File: src/rtl/fetch_stage.sv
// IF stage of the 5-stage MIPS32 pipeline: PC register, instruction-memory
// word addressing and the IF/ID pipeline register with stall/flush control.
`timescale 1ns/1ps
module fetch_stage #(
    parameter int unsigned           DATA_WIDTH = 32,
    parameter int unsigned           ADDR_WIDTH = 6,
    parameter logic [DATA_WIDTH-1:0] RESET_PC   = '0
) (
    input  logic                  clk,
    input  logic                  rst_n,
    input  logic                  stall,
    input  logic                  flush,
    input  logic [DATA_WIDTH-1:0] redirect_pc,
    output logic [ADDR_WIDTH-1:0] instr_addr,
    input  logic [DATA_WIDTH-1:0] instr,
    output logic [DATA_WIDTH-1:0] pc,
    output logic [DATA_WIDTH-1:0] if_id_instr,
    output logic [DATA_WIDTH-1:0] if_id_pc4,
    output logic                  if_id_valid
);

    localparam logic [DATA_WIDTH-1:0] ALIGN_MASK = ~DATA_WIDTH'(3);
    localparam logic [DATA_WIDTH-1:0] PC_STEP    = DATA_WIDTH'(4);

    typedef struct packed {
        logic                  valid;
        logic [DATA_WIDTH-1:0] instr;
        logic [DATA_WIDTH-1:0] pc4;
    } if_id_t;

    logic [DATA_WIDTH-1:0] pc_q;
    logic [DATA_WIDTH-1:0] pc_d;
    logic [DATA_WIDTH-1:0] pc_plus4;
    if_id_t                if_id_q;
    if_id_t                if_id_d;

    // Sequential PC increment wraps naturally at 2^DATA_WIDTH.
    assign pc_plus4 = pc_q + PC_STEP;

    // Next-state selection: flush beats stall, stall freezes everything.
    always_comb begin
        pc_d    = pc_q;
        if_id_d = if_id_q;
        if (flush) begin
            pc_d    = redirect_pc & ALIGN_MASK;
            if_id_d = '0;
        end else if (!stall) begin
            pc_d          = pc_plus4;
            if_id_d.valid = 1'b1;
            if_id_d.instr = instr;
            if_id_d.pc4   = pc_plus4;
        end
    end

    always_ff @(posedge clk or negedge rst_n) begin
        if (!rst_n) begin
            pc_q    <= RESET_PC & ALIGN_MASK;
            if_id_q <= '0;
        end else begin
            pc_q    <= pc_d;
            if_id_q <= if_id_d;
        end
    end

    // Memory index drops the byte offset and any PC bits above the array.
    assign instr_addr  = pc_q[ADDR_WIDTH+1:2];
    assign pc          = pc_q;
    assign if_id_instr = if_id_q.instr;
    assign if_id_pc4   = if_id_q.pc4;
    assign if_id_valid = if_id_q.valid;

endmodule

File: config.mk
export PLATFORM = sky130hd
export DESIGN_NAME = fetch_stage
export DESIGN_NICKNAME = d
export VERILOG_FILES = /design/src/rtl/fetch_stage.sv
export SDC_FILE = /design/constraint.sdc
export NUM_CORES = 1
export LEC_CHECK = 0
export ABC_AREA = 1
export CAP_MARGIN = 40
export CORE_MARGIN = 4
export CORE_UTILIZATION = 44
export CTS_CLUSTER_SIZE = 12
export DETAILED_ROUTE_END_ITERATION = 7
export PLACE_DENSITY_LB_ADDON = 0.15
export RECOVER_POWER = 50
export SYNTH_ARGS = -nofsm -noshare
export SYNTH_HDL_FRONTEND = slang
export SYNTH_SLANG_ARGS = --single-unit
File: constraint.sdc
create_clock -name clk -period 1.5 [get_ports clk]
set_input_delay 0.15 -clock clk [delete_from_list [all_inputs] [get_ports clk]]
set_output_delay 0.15 -clock clk [all_outputs]
set_load 0.05 [all_outputs]
==> flow_summary.yaml <==
route:
  drc: 0
  firstDrtPassIters: 5
  wire_per_inst_um: 14.6
  dr_total_vias: 4238
  drt_wl_total_mm: 12.4
  first_iter_violations: 153
  viasPerCell: 4.99
  antenna_left: 0
yosys:
  yosysMostFrequentCell: "nand2_1"
  synthArstFlopShare_pct: 100
  seq_area_frac_synth_pct: 52.5
  synth_common_cells: "190 x nand2_1, 94 x dfrtp_1, 47 x nand3_1"
  synth_edf_count: 0
  synth_area_per_cell_um2: 8.44
  ys_ff_latch: 94
  netlist.area_leader.share_pct: 52.5
  synth.area.top_cells: "dfrtp_1 52%, nand2_1 16%, a22o_1 6.4%"
  netlist_area_um2: 4480
  synth_cell_type_count: 26
  synth_ff_type: "dfrtp_1"
  yosysWarningCount: 0
  yosysTopAreaCell: "dfrtp_1"
  synthCells: 531
power_and_ir_drop:
  p_leak_nw: 3.25
  swShare_pct: 36.9
  max-vdd-ir-drop_mv: 0.512
  seq_power_share_pct: 45.6
  intPower_mw: 4.03
  p_switching_mw: 2.35
  p_per_area_nw_per_um2: 995
  pwr-share-comb_pct: 30.9
  clkPwrFrac_pct: 23.5
cts:
  clkTransAtPathRegs_ps: 90
  cts_tree: "done"
  numCtsBuffers: 9
  cts_max_level: 3
  insertion_delay_ps: 360
  cts_max_path_buffers: 2
  cts_sinks: 94
  root_buffer: "clkbuf_8"
grt:
  track_usage_pct: 21.3
  grt_max_degree: 58
  grt_pass1_vias: 4213
  antenna_found_initial: 0
  grt_overflow: 0
  grt_pass1_wl_mm: 20.0
placed_design:
  portBuffers: 166
  gp_congestion: 0.936
  hpwl_mm: 9.56
  placed_cells_incl_taps: 826
setup_path:
  cp_common_cell: "nand2_1"
  arrival_ps: 1730
  worst-r2r-setup-slack_ps: 60
  cp_num_buf_inv: 0
  endpoint_kind: "flop"
  path_cells: "ha_4, nand2_4, nor2_4, nand2_4, nor2_4, nand2_1, nand2_1, nand3_2, nand2_1"
  critPathKind: "flop to flop"
  cp_max_fo: 7
  crit_path_start_kind: "flop"
  crit_family: "simple AND/OR/NAND/NOR gates"
  cp_data_required_time_ps: 1800
  crit_slowest_cell: "dfrtp_2"
  slowest_delay_ps: 410
sta:
  holdWs_ps: 345
  worst_pin_slew_ps: 901
  setup_violations: 0
  min_period_ps: 1440
  slew_violations: 0
  rsz0062_at_grt: "yes"
  fmax_mhz: 696
  slew_headroom_pct: 39.9
  fin_skew_ps: 9.98
  hold_violations: 0
  timing.final.crit_share_pct: 95.7
floorplan:
  die_h_um: 109
  die_area_um2: 11900
  io_pins: 171
  core-area_um2: 9860
  initial_core_util_pct: 45.4
  placementRows: 36
  chipWidth_um: 109
run_status:
  status: "finished clean"
finish:
  n_fill_cell: 855
  drive_gt1_share_pct: 27.9
  fin_cells: 849
  area_growth_pct: 43.1
  n_antenna_cell: 0
  fin_nets: 780
job:
  drv_cap: 0
hold_path:
  hp-class: "input port to flop"
[worst reg2reg max path, delay by kind of cell (launching register included)]
family,cells,cell delay [ps]
flops,1,410
simple gates,8,820
fa+ha+maj,1,160
[area by class of cell]
type / count / area [µm²] / share of cell area (%)
inverters: 46 / 173 / 2.69
clock inverters: 5 / 35.0 / 0.546
clock buffers: 11 / 131 / 2.05
flip-flops and latches: 94 / 2370 / 37.0
repair buffers: 196 / 1670 / 26.0
well taps: 133 / 166 / 2.60
multi-input cells: 364 / 1860 / 29.1
[final timing paths]
check | from | endpoint | depth (start not counted)
max | pc[2] | pc[22] | 9
min | redirect_pc[10] | pc[10] | 3
max reg2reg | pc[2] | pc[22] | 9
min reg2reg | if_id_pc4[2] | if_id_pc4[2] | 2
max in group asynchronous | rst_n | pc[20] | 3
min in group asynchronous | rst_n | if_id_pc4[1] | 3
[repair_timing]
action,CTS,global route
endpoints found under the hold margin,94,0
buffers inserted,0,6
endpoints found under the setup margin,0,40
hold buffers,1,0
gates resized for setup,0,9
[flip-flops by register name (all words and copies together), names as in the netlist]
register and cells:
if_id_pc4 31, pc 30, if_id_instr 32, if_id_valid 1
[logic make-up (layout without fill, tap and decap cells)]
group	after synthesis	count (layout)	share of synthesized area (%)
xor gates and xnor gates	1	1	0.195
and+or+nand+nor	296	296	28.8
DFF	94	94	52.5
adders and majority gates	1	1	0.279
AOI/OAI and AO/OA	64	64	10.6
buffers and inverters	74	258	7.48
other	1	2	0.0837
[power by group through the flow]
stage | clock [mW] | sequential, mW | combinational, mW
final | 1.50 | 2.91 | 1.97
after CTS | 1.53 | 2.92 | 2.02
after floorplan | 0 | 3.61 | 0.510
after detailed placement | 0 | 2.96 | 2.02
after global routing | 1.64 | 2.94 | 2.09
after global placement | 0 | 2.96 | 1.99
[through the flow]
step | setup WS (ps) | power (mW) | setup TNS, ps | area [µm²] | util [%]
2_1_floorplan | -10.9 | 4.12 | -61.6 | 4530 | -
3_3_place_gp | -52.9 | 4.95 | -1160 | 6300 | 63.9
3_5_place_dp | -93.6 | 4.98 | -2980 | 6300 | 63.9
4_1_cts | 14.1 | 6.47 | 0 | 6480 | 65.7
5_1_grt | -15.8 | 6.68 | -32.8 | 6410 | 65.0
6_report | 63.8 | 6.38 | 0 | 6410 | 65.0
[metal layers]
layer	vias to the layer above	global-route usage, %	part of all wire (%)
li1	2066	-	-
met1	1980	27.8	44
met2	169	33.5	45
met3	23	6.87	8.9
met4	0	7.57	2.3
met5	-	0	0
[placed cells by master, fill, tap and decap left out, drive strengths merged]
cell type      instances
clkdlybuf4s50         63
conb                   2
ha                     1
dlygate4sd3            2
and2                   2
or2                    1
clkinv                 3
a21oi                  2
o21bai                 7
nand4                  1
dfrtp                 94
nand3                 49
buf                   85
clkbuf                57
clkinvlp               1
nand2                197
a22o                  33
nor2                  46
o211ai                 6
xnor2                  1
inv                   47
o21ai                 16
Note: power is estimated with default switching activity, not from simulation.
